<file path="src/rtl/data_types_pkg.sv">
// data_types_pkg: shared UART TX types, frame config struct and length clamp helper
package data_types_pkg;
  localparam int UART_MAX_WORD = 9;
  localparam int UART_DIV_W = 16;
  typedef enum logic [1:0] {NONE = 2'd0, EVEN = 2'd1, ODD = 2'd2} uart_parity_t;
  typedef enum logic [2:0] {IDLE, START, DATA, PARITY, STOP} uart_tx_state_t;
  typedef struct packed {
    logic [UART_DIV_W-1:0] br_div;
    logic [3:0] len;
    uart_parity_t parity;
    logic stop;
    logic en;
  } uart_tx_cfg_t;
  function automatic logic [3:0] clamp_len(input logic [3:0] l);
    return l < 4'd5 ? 4'd5 : (l > 4'd9 ? 4'd9 : l);
  endfunction
endpackage

</file>
<file path="src/rtl/uart_sync_fifo.sv">
// uart_sync_fifo: first-word-fall-through synchronous FIFO; a push while full is refused even if popping
module uart_sync_fifo #(
  parameter int WIDTH = 9,
  parameter int DEPTH = 8
) (
  input  logic                       clk,
  input  logic                       rst,
  input  logic                       push,
  input  logic                       pop,
  input  logic [WIDTH-1:0]           wr_data,
  output logic [WIDTH-1:0]           rd_data,
  output logic                       full,
  output logic                       empty,
  output logic [$clog2(DEPTH+1)-1:0] count
);
  localparam int AW = $clog2(DEPTH);
  localparam int CW = $clog2(DEPTH+1);
  logic [WIDTH-1:0] mem [DEPTH];
  logic [AW-1:0] wp, rp;
  logic do_push, do_pop;
  assign full = count == CW'(DEPTH);
  assign empty = count == '0;
  assign do_push = push && !full;
  assign do_pop = pop && !empty;
  assign rd_data = mem[rp];
  always_ff @(posedge clk)
    if (do_push) mem[wp] <= wr_data;
  always_ff @(posedge clk)
    if (rst) begin
      wp <= '0;
      rp <= '0;
      count <= '0;
    end else begin
      if (do_push) wp <= wp + 1'b1;
      if (do_pop) rp <= rp + 1'b1;
      count <= count + CW'(do_push) - CW'(do_pop);
    end
endmodule

</file>
<file path="src/rtl/uart_tx_buf.sv">
// uart_tx_buf: FIFO-buffered UART transmitter, 5-9 data bits, 1/2 stop bits
// parity support compiled in only when UART_TX_PARITY_EN is defined
module uart_tx_buf
  import data_types_pkg::*;
#(
  parameter int FIFO_DEPTH = 8,
  parameter int DIV_W = 16
) (
  input  logic                            clk,
  input  logic                            rst,
  input  uart_tx_cfg_t                    cfg,
  input  logic [8:0]                      wr_data,
  input  logic                            wr_valid,
  output logic                            wr_ready,
  output logic                            tx,
  output logic                            idle,
  output logic [$clog2(FIFO_DEPTH+1)-1:0] fifo_count
);
  uart_tx_state_t state, state_n;
  uart_tx_cfg_t f_cfg;
  logic [UART_MAX_WORD-1:0] sh, head;
  logic [DIV_W-1:0] cnt, br_m1;
  logic [3:0] bit_cnt, f_len;
  logic full, empty, pop, go, bit_end, last_data, last_stop;
  uart_sync_fifo #(.WIDTH(UART_MAX_WORD), .DEPTH(FIFO_DEPTH)) u_fifo (
    .clk(clk), .rst(rst), .push(wr_valid), .pop(pop), .wr_data(wr_data),
    .rd_data(head), .full(full), .empty(empty), .count(fifo_count)
  );
  assign wr_ready = !full;
  assign idle = state == IDLE;
  assign go = cfg.en && !empty;
  assign f_len = clamp_len(f_cfg.len);
  assign br_m1 = f_cfg.br_div == '0 ? '0 : DIV_W'(f_cfg.br_div - 1'b1);
  assign bit_end = cnt == br_m1;
  assign last_data = bit_cnt == f_len - 4'd1;
  assign last_stop = bit_cnt == {3'b0, f_cfg.stop};
`ifdef UART_TX_PARITY_EN
  logic par_bit, par_en;
  assign par_en = f_cfg.parity == EVEN || f_cfg.parity == ODD;
`endif
  always_ff @(posedge clk)
    state <= rst ? IDLE : state_n;
  always_comb begin
    state_n = state;
    pop = 1'b0;
    case (state)
      IDLE: begin
        pop = go;
        state_n = go ? START : IDLE;
      end
      START: state_n = bit_end ? DATA : START;
`ifdef UART_TX_PARITY_EN
      DATA: state_n = bit_end && last_data ? (par_en ? PARITY : STOP) : DATA;
      PARITY: state_n = bit_end ? STOP : PARITY;
`else
      DATA: state_n = bit_end && last_data ? STOP : DATA;
`endif
      STOP: if (bit_end && last_stop) begin
        pop = go;
        state_n = go ? START : IDLE;
      end
      default: state_n = IDLE;
    endcase
  end
  always_comb begin
    tx = 1'b1;
    if (state == START) tx = 1'b0;
    if (state == DATA) tx = sh[0];
`ifdef UART_TX_PARITY_EN
    if (state == PARITY) tx = par_bit;
`endif
  end
  // a pop always starts a fresh frame, including the back-to-back case out of STOP
  always_ff @(posedge clk)
    if (rst) begin
      cnt <= '0;
      bit_cnt <= '0;
    end else if (pop) begin
      f_cfg <= cfg;
      sh <= head;
      cnt <= '0;
      bit_cnt <= '0;
`ifdef UART_TX_PARITY_EN
      par_bit <= ^(head & (9'h1ff >> (4'd9 - clamp_len(cfg.len)))) ^ (cfg.parity == ODD);
`endif
    end else if (state != IDLE) begin
      cnt <= bit_end ? '0 : cnt + 1'b1;
      if (bit_end) begin
        bit_cnt <= state_n == state ? bit_cnt + 4'd1 : 4'd0;
        if (state == DATA) sh <= sh >> 1;
      end
    end
endmodule

</file>
<file path="config.mk">
export PLATFORM = sky130hd
export DESIGN_NAME = uart_tx_buf
export DESIGN_NICKNAME = d
export VERILOG_FILES = /design/src/rtl/data_types_pkg.sv /design/src/rtl/uart_sync_fifo.sv /design/src/rtl/uart_tx_buf.sv
export SDC_FILE = /design/constraint.sdc
export NUM_CORES = 1
export LEC_CHECK = 0
export ABC_AREA = 1
export BUFFER_PORTS_ARGS = -buffer_cell sky130_fd_sc_hd__buf_2
export CAP_MARGIN = 20
export CORE_MARGIN = 2
export CORE_UTILIZATION = 35
export DETAILED_ROUTE_END_ITERATION = 10
export GPL_ROUTABILITY_DRIVEN = 0
export PLACE_DENSITY = 0.54
export SLEW_MARGIN = 20
export SYNTH_ARGS = -nofsm -noshare
export SYNTH_HDL_FRONTEND = slang
export SYNTH_SLANG_ARGS = --single-unit
</file>
<file path="constraint.sdc">
create_clock -name clk -period 4.48 [get_ports clk]
set_input_delay 0.448 -clock clk [delete_from_list [all_inputs] [get_ports clk]]
set_output_delay 0.448 -clock clk [all_outputs]
set_load 0.02 [all_outputs]
</file>
# == Word-level counts from Yosys, hierarchy flattened ==
# Memory sizes are Yosys's and may differ from the RTL's. A register that Yosys moved wholly into a read port is not among the register bits.
# Cells that the tools add are included.
# W data, S select, Z words.
# op_classes
addsub,8
n_lt_le_gt_ge,2
eq_ne,8
n_mux,22
bitwise_logic,1
n_reduce_logical,18
# op_table
op,count
$mux W9,4
$mux W16,2
$add A16 B1 Y16 const B,1
$eq A16 B16 Y1,1
$logic_not A16 Y1,1
$sub A16 B1 Y16 const B,1
$mux W3,4
$mux W4,3
$pmux W3 S4,1
$add A3 B1 Y3 const B,2
$mux W1,6
$reduce_bool A2 Y1,3
$logic_and A1 B1 Y1,5
$add A4 B1 Y4,1
$add A4 B1 Y4 const B,1
$eq A4 B1 Y1,1
$eq A4 B4 Y1,1
$eq A4 B4 Y1 const B,1
$gt A4 B4 Y1 const B,1
$logic_not A4 Y1,1
$lt A4 B3 Y1 const B,1
$reduce_and A2 Y1,2
$reduce_and A4 Y1,1
$sub A4 B1 Y4,1
12 further kinds,13
# totals
register_bits,63
ram_bits,72
output_inout_bits,7
wordCells,70
n_memories,1
# mem_list
name,depth,word_bits,rd,rd_ports_with_merged_regs,wr,line_no,text
u_fifo.mem,8,9,1,1,1,uart_sync_fifo.sv:18,logic [WIDTH-1:0] mem [DEPTH];

# == Logic depth before layout (Yosys ltp) ==
# Gate-level depths: netlist (run 1).
# logic_depth
depth_word,10
depth_mapped,23
depth_no_buf,22

# == By module ==
# Synthesis (run 1) repeated with hierarchy kept, for this count alone.
# hier_totals
hier_cells,839
hier_area_um2,7140.6
# modules_own_cells
mod,n_inst,cells_each,area_per_inst_um2,seq_area_each_um2
uart_sync_fifo,1,411,3877.5,2422.3
uart_tx_buf,1,428,3263.1,1361.3

# == Worst setup path after synthesis (run 1) ==
# OpenSTA, ideal clock, no wires.
# synth_path
path_type,flip-flop to flip-flop
start,register f_cfg[8] in the netlist's numbering
end,register u_fifo.count[2]
setup_ns,0.128
t_arrival_ns,2.984
slack_ns,1.369
stages_incl_launch_ff,22
cell_sequence,edfxtp_1 > inv_1 > ha_1 > nand2_1 > nor2_1 > nand2_1 > buf_4 > buf_6 > nand3_2 > inv_2 > nor2_1 > nand4_1 > nor2_2 > nand4_1 > nand2_2 > ha_1 > inv_1 > ha_1 > inv_1 > fa_1 > xor2_1 > nor2_1
# synth_via
elab_chain_len,8
# synth_rtl
element,line_no,text
"start, declared",uart_tx_buf.sv:20,uart_tx_cfg_t f_cfg;
"start signal, assigned",uart_tx_buf.sv:79,f_cfg <= cfg;
$sub A16 B1 Y16 or $logic_not A16 Y1 (tied branches),uart_tx_buf.sv:33,assign br_m1 = f_cfg.br_div == '0 ? '0 : DIV_W'(f_cfg.br_div - 1'b1);
$mux W16 (*),uart_tx_buf.sv:33,
$eq A16 B16 Y1 (*),uart_tx_buf.sv:34,assign bit_end = cnt == br_m1;
$logic_and A1 B1 Y1 (*),uart_tx_buf.sv:58,STOP: if (bit_end && last_stop) begin
$mux W1 (*),uart_tx_buf.sv:58,
$pmux W1 S2 (*),uart_tx_buf.sv:46,case (state)
$logic_and A1 B1 Y1 (*),uart_sync_fifo.sv:24,assign do_pop = pop && !empty;
via u_fifo.do_pop,uart_sync_fifo.sv:20,"logic do_push, do_pop;"
$sub A4 B1 Y4 (*),uart_sync_fifo.sv:36,count <= count + CW'(do_push) - CW'(do_pop);
"end signal, assigned",uart_sync_fifo.sv:36,
"end, declared",uart_sync_fifo.sv:14,output logic [$clog2(DEPTH+1)-1:0] count
# Mark *: on every way through the listed nets, which the timed path passes. The rest lies on a longest branch.
# A chain may end at the register's enable or synchronous reset.

# == Final worst setup path (run 1) ==
# layout_path
start,register f_cfg[8] in the netlist's numbering
end,register u_fifo.count[3]
# The elaborated chain is that of the path after synthesis.

==> metrics.txt, run 1 <==
outcome=completed; worst hold endpoint=f_cfg[4]$_DFFE_PP_; Max Root-Sink Buffers=2; final core utilization=0.418; antenna-violating nets left=0; Core ar.=18000 um2; first-pass GRT wire length=22.4 mm; Final Cycle Share=0.810; Fin Setup TNS=0 ns; CTS clk-pin slew, worst paths=0.06 ns; Worst-Skew Late Latency=0.42 ns; worst hold path type=input pin to flop; R2R Setup Slk=0.85 ns; most frequent cells in the layout=nand2_1 (152), edfxtp_1 (102), nor2_1 (72); worst-margin pin slew=1.11 ns; Starting Density=0.357; Reg2Reg Depth=23; Synth Warn #=0; CTS tree=done; ANT cells=0; Multi-input gate area=2310 um2; CP Data Required Time=4.83 ns; sequential area share after synthesis=0.587; FILL cells=1769; hold_sp=cfg[4]; Final WS setup=0.851 ns; DRC=0; Die Ht=140 um; Reg area=3780 um2; final setup vio count=0; Port-buffer cells=40; die area=19500 um2; worst r2r src=f_cfg[8]$_DFFE_PP_; initial antenna violation count=0; max cap viols=0; crit path kind=flop to flop; most common cell after layout, fill and taps aside=nand2_1; largest net degree at the start of global routing=38; Post-Route WL=13.3 mm; synthesized netlist cell count=662; Slew Viols, Final=0; Congestion Overflow GR=0; #FFs+latches synth=138; post-synthesis cell type count=43; Root Driver=clkbuf_16; reg2reg end=u_fifo.count[3]$_SDFF_PP0_; synthesized cell area=6440 um2; Routed WL per cell=14.0 um; fraction of final layout cells sized beyond drive strength 1=0.141; Syn Nets=711; leakage=2.86 nW; First-pass DRT Iterations=4; crit path DAT=3.98 ns; CP Max Fanout=29; syn avg cell area=9.73 um2; CTS resizes=0; fin area=7530 um2; vias in the first global route=4664; VDD IR max=0.000245 V; Clock Sinks=138; Final Hold Fails=0; via/cell ratio=4.85; crit path launch type=flop; unrepaired setup endpoints after global routing=no; Setup WS pre-CTS=0.875 ns; dpl hpwl=9.19 mm; PwrDens=504 nW/um2; Min Hold Slack=0.201 ns; Final nets=759; clk_skew=0.00995 ns; Rel. slew slack=0.257; hold_buf cts=0; hold depth=1; Ports=43; Global Route Usage Sum=0.146; Post-Place Cell Area=6890 um2; row count=49; f_max=276 MHz; Clock H-tree levels=4; Num CTS Buffers=17; Post-CTS Setup Bufs=0; Die W=140 um; clock period minus worst slack=3.63 ns; area grow syn2layout=16.9%; Iter 0 DRT Violations=339; total number of vias=4613; CP Capture Type=flop
through the flow:
step	power (mW)	std cells
2_1_floorplan	2.12	662
3_3_place_gp	2.29	919
3_5_place_dp	2.33	920
4_1_cts	3.83	952
5_1_grt	4.02	952
6_report	3.79	952
layout make-up:
class,instances,share of cell area
sequential,138,0.502
multi-input combinational,438,0.307
clock buffer,18,0.0570
tap,229,0.0381
inverter,69,0.0344
timing repair buffer,46,0.0331
clock inverter,14,0.0276
registers in the layout, indices dropped and copies added, names as in the netlist, named ones only:
| register | cells |
|---|---|
| f_cfg | 21 |
| u_fifo.count | 4 |
| bit_cnt | 4 |
| cnt | 16 |
| u_fifo.mem | 72 |
| u_fifo.rp | 3 |
| u_fifo.wp | 3 |
| state | 3 |
| sh | 9 |
where the power goes:
| part | switching [mW] | total [mW] | internal, mW |
|---|---|---|---|
| sequential | 0.0541 | 1.56 | 1.50 |
| clock | 0.555 | 1.50 | 0.946 |
| combinational | 0.487 | 0.733 | 0.246 |
| total | 1.10 | 3.79 | 2.70 |
kinds of logic after synthesis:
group / Yosys count / share of synthesized area
simple gates: 313 / 0.216
flops: 138 / 0.587
compound gates: 91 / 0.0858
buf+inv: 86 / 0.0544
fa+ha+maj: 13 / 0.0264
xor+xnor: 11 / 0.0150
mux: 10 / 0.0157
routing by layer:
metal	share of wire	GRT usage	vias to the layer above	wire (um)
met3	0.032	0.0389	6	428
met2	0.48	0.239	57	6400
met1	0.48	0.186	2165	6360
li1	-	-	2385	-
met4	0.0087	0.0537	0	116
met5	0	0	-	0
worst max-delay path by stage:
| stage | to | cells after the start | startpoint |
|---|---|---|---|
| after floorplan | u_fifo.count[2]$_SDFF_PP0_ | 21 | f_cfg[8]$_DFFE_PP_ |
| after global routing | u_fifo.count[3]$_SDFF_PP0_ | 22 | f_cfg[8]$_DFFE_PP_ |
| after global placement | u_fifo.count[2]$_SDFF_PP0_ | 21 | f_cfg[8]$_DFFE_PP_ |
| after detailed placement | u_fifo.count[3]$_SDFF_PP0_ | 22 | f_cfg[8]$_DFFE_PP_ |
| final | u_fifo.count[3]$_SDFF_PP0_ | 23 | f_cfg[8]$_DFFE_PP_ |
| after CTS | u_fifo.count[3]$_SDFF_PP0_ | 22 | f_cfg[8]$_DFFE_PP_ |
synth_stat cells (all sizes together):
cell type,number,share of area
mux2i,9,0.014
nand2,155,0.091
ha,12,0.023
nor3,12,0.010
nor3b,8,0.012
inv,68,0.040
clkinv,1,0.00058
xnor2,2,0.0027
fa,1,0.0031
clkbuf,10,0.0058
buf,7,0.0083
a32oi,9,0.012
nand3b,1,0.0012
edfxtp,102,0.48
a21oi,26,0.020
xor2,9,0.012
and2,1,0.00097
o21ai,37,0.029
nor4,2,0.0029
o31ai,1,0.0012
nand4,15,0.015
a211oi,3,0.0035
mux2,1,0.0017
a22o,1,0.0014
o221ai,9,0.012
o21bai,4,0.0047
nor2,82,0.053
nand3,37,0.030
dfxtp,36,0.11
a22oi,1,0.0012
worst max-delay path, cell delays in order, from the launching register on:
cell	delay, ns
edfxtp_1	0.36
inv_1	0.18
ha_1	0.27
nand2_1	0.17
nor2_1	0.13
nand2_1	0.06
buf_4	0.22
nand2_1	0.10
nand2_1	0.06
nand2_1	0.08
nand2_1	0.08
nor2_1	0.10
nand3_1	0.10
nor2_2	0.17
nand4_1	0.12
nand2_2	0.20
ha_1	0.23
inv_1	0.06
ha_1	0.27
nand2_1	0.06
nor2_1	0.04
a211oi_1	0.24
o21ai_0	0.13
a21oi_1	0.12
No activity file was read; power rests on OpenSTA's default activity.
==> run 2: changes to the inputs <==
==> constraint.sdc (replaced) <==
create_clock -name clk -period 3.6 [get_ports clk]
set_input_delay 0.36 -clock clk [delete_from_list [all_inputs] [get_ports clk]]
set_output_delay 0.36 -clock clk [all_outputs]
set_load 0.02 [all_outputs]
==> run 2 against run 1 <==
Compared with the run above: flip-flop and latch count is the same; via count increased by 3.1%; cell count grew 1.2%; fmax grew 10%; die area is the same; sequential power up 25%; global-route usage about the same; utilization grew 0.46 points; clock skew grew 0.00067 ns; non-clock buffer count up 11; clock power grew 20%; sequential share of layout area decreased by 0.55 points; critical path type unchanged; critical endpoint is now u_fifo.count[2]$_SDFF_PP0_.
==> metrics.txt, run 2 (synthesis results as in run 1) <==
DRC=0 (unchanged); Routed WL per cell=14.0 um (+0.53%); crit-path cells=inv_2 -> ha_2 -> nand2_2 -> nor2_1 -> nand2_1 -> buf_12 -> nand2_1 -> xor2_1 -> nand4_1 -> nor2_4 -> nand4_1 -> nand2_2 -> ha_1 -> inv_1 -> ha_1 -> inv_1 -> fa_1 -> xor2_1 -> nor2_1; cell count along the critical path=19 (-17%); final setup vio count=0 (unchanged); clk_skew=0.0106 ns (+0.000666 ns); antenna-violating nets left=0 (unchanged); Biggest register=u_fifo.mem; outcome=completed; total number of vias=4758 (+3.1%); Post-Route WL=13.5 mm (+1.7%); Worst-Skew Late Latency=0.42 ns (about the same); buffers and inverters on the worst path=4 (+1); first-pass GRT wire length=22.7 mm (+1.1%); via/cell ratio=4.94 (+2.0%); most common cell after layout, fill and taps aside=nand2_1; Final Hold Fails=0 (unchanged); top flop regs=u_fifo.mem: 72 flops, f_cfg: 21 flops, cnt: 16 flops; Core ar.=18000 um2 (unchanged); First-pass DRT Iterations=5 (+1); CP Data Required Time=3.90 ns (-0.93 ns); Port-buffer cells=40 (unchanged); initial antenna violation count=0 (unchanged); worst r2r src=f_cfg[8]$_DFFE_PP_; area grow syn2layout=18.1%; die area=19500 um2 (unchanged); largest net degree at the start of global routing=37 (-2.6%); Clock Power Share=0.384 (-0.012); Logic pwr share=0.198 (+0.005); f_max=304 MHz (+10%); sw frac=0.294 (+0.00476); dpl hpwl=9.21 mm (+0.22%); Congestion Overflow GR=0 (unchanged); Starting Density=0.357 (unchanged); unrepaired setup endpoints after global routing=no; hold_buf cts=0 (unchanged); Die W=140 um (unchanged); Psw=1.37 mW (+25%); fraction of final layout cells sized beyond drive strength 1=0.158 (+0.0170); VDD IR max=0.000403 V (+64%); vias in the first global route=4711 (+1.0%); CTS tree=done; crit path DAT=3.59 ns (-0.39 ns); worst hold endpoint=f_cfg[6]$_DFFE_PP_; ANT cells=0 (unchanged); worst hold path type=input pin to flop; Rel. slew slack=0.310 (+0.0528); Slew Viols, Final=0 (unchanged); critical path's top delay family=simple AND/OR/NAND/NOR gates; Power Total=4.68 mW (+23%); most frequent cells in the layout=nand2_1 (151), edfxtp_1 (102), nor2_1 (73); reg2reg end=u_fifo.count[2]$_SDFF_PP0_; Max Root-Sink Buffers=2 (unchanged); row count=49 (unchanged); Num CTS Buffers=17 (unchanged); crit path launch type=flop; Global Route Usage Sum=0.146 (+0.000209); Min Hold Slack=0.117 ns (-0.0834 ns); clock period minus worst slack=3.29 ns (-0.336 ns); CP Capture Type=flop; PwrDens=615 nW/um2 (+22%); Final Cycle Share=0.915 (+0.105); worst-margin pin slew=1.03 ns (-0.0765 ns); Root Driver=clkbuf_16; Largest register FFs=72 (unchanged); Reg2Reg Depth=19 (-17%); CP max stage cell=fa_1; Power Internal=3.30 mW (+23%); Die Ht=140 um (unchanged); Fin Setup TNS=0 ns (unchanged); crit path kind=flop to flop; Flop pwr share=0.418 (+0.007); Clock H-tree levels=4 (unchanged); Final nets=770 (+1.4%); crit-path max cell delay=0.38 ns (+0.02 ns); R2R Setup Slk=0.31 ns (-0.54 ns); CTS clk-pin slew, worst paths=0.06 ns (about the same); hold depth=1 (unchanged); Clock Sinks=138 (unchanged); max cap viols=0 (unchanged); leakage=2.92 nW (+1.9%); Iter 0 DRT Violations=213 (-37%); Ports=43 (unchanged); CP Max Fanout=29 (unchanged); hold_sp=cfg[6]
run 2: cell count changes in the layout (fill, tap and decap cells not counted), moves of 2 or more:
cell / previous run / this run
nor2_4: 3 / 5
nor2_2: 7 / 4
clkinv_4: 2 / 0
buf_4: 5 / 16
clkinv_2: 0 / 2
run 2: area by class of cell:
class	instances	area, um2
Tap cell	229	287
Timing Repair Buffer	57	340
Multi-Input combinational cell	438	2330
Fill cell	1728	10400
Inverter	69	259
Clock buffer	17	425
Clock inverter	15	185
Sequential cell	138	3780
run 2: power by group through the flow:
| stage | Clock (mW) | Combinational [mW] | Sequential (mW) |
|---|---|---|---|
| finish | 1.80 | 0.926 | 1.95 |
| global route | 1.92 | 1.05 | 1.97 |
| CTS | 1.84 | 0.928 | 1.96 |
| detailed placement | 0 | 0.924 | 1.99 |
| global placement | 0 | 0.894 | 1.98 |
| floorplan | 0 | 0.657 | 1.98 |
run 2: worst register-to-register path, delay by kind of cell, from the launching register on:
| family | cells | cell delay [ns] |
|---|---|---|
| xor+xnor | 2 | 0.38 |
| fa+ha+maj | 4 | 0.97 |
| buf+inv | 4 | 0.41 |
| flops | 1 | 0.37 |
| simple gates | 9 | 1.05 |
run 2: metal layers:
layer / wire length [um] / vias to the layer above / track usage / part of all wire
li1: - / 2407 / - / -
met2: 6530 / 68 / 0.243 / 0.48
met3: 556 / 6 / 0.0344 / 0.041
met1: 6340 / 2277 / 0.189 / 0.47
met5: 0 / - / 0 / 0
met4: 108 / 0 / 0.0474 / 0.0080
run 2: worst max path at each step:
stage	slack, ns	from	endpoint
after floorplan	0.49	f_cfg[8]$_DFFE_PP_	u_fifo.count[2]$_SDFF_PP0_
final	0.31	f_cfg[8]$_DFFE_PP_	u_fifo.count[2]$_SDFF_PP0_
after global placement	0.24	f_cfg[8]$_DFFE_PP_	u_fifo.count[2]$_SDFF_PP0_
after detailed placement	0.18	f_cfg[8]$_DFFE_PP_	u_fifo.count[2]$_SDFF_PP0_
after CTS	0.13	f_cfg[8]$_DFFE_PP_	u_fifo.count[2]$_SDFF_PP0_
after global routing	0.009	f_cfg[8]$_DFFE_PP_	u_fifo.count[2]$_SDFF_PP0_
run 2: timing repair:
action	CTS	global route
gates resized for setup	0	7
hold endpoints to repair	0	0
buffers inserted	0	0
endpoints found under the setup margin	0	24
run 2: metrics by stage:
| stage | instances | utilization | cell area, um2 | setup slack, ns |
|---|---|---|---|---|
| CTS | 963 | 0.421 | 7590 | 0.133 |
| finish | 963 | 0.422 | 7610 | 0.307 |
| detailed placement | 931 | 0.387 | 6980 | 0.175 |
| global placement | 931 | 0.387 | 6980 | 0.238 |
| floorplan | 662 | - | 6440 | 0.489 |
| global route | 963 | 0.422 | 7610 | 0.00943 |
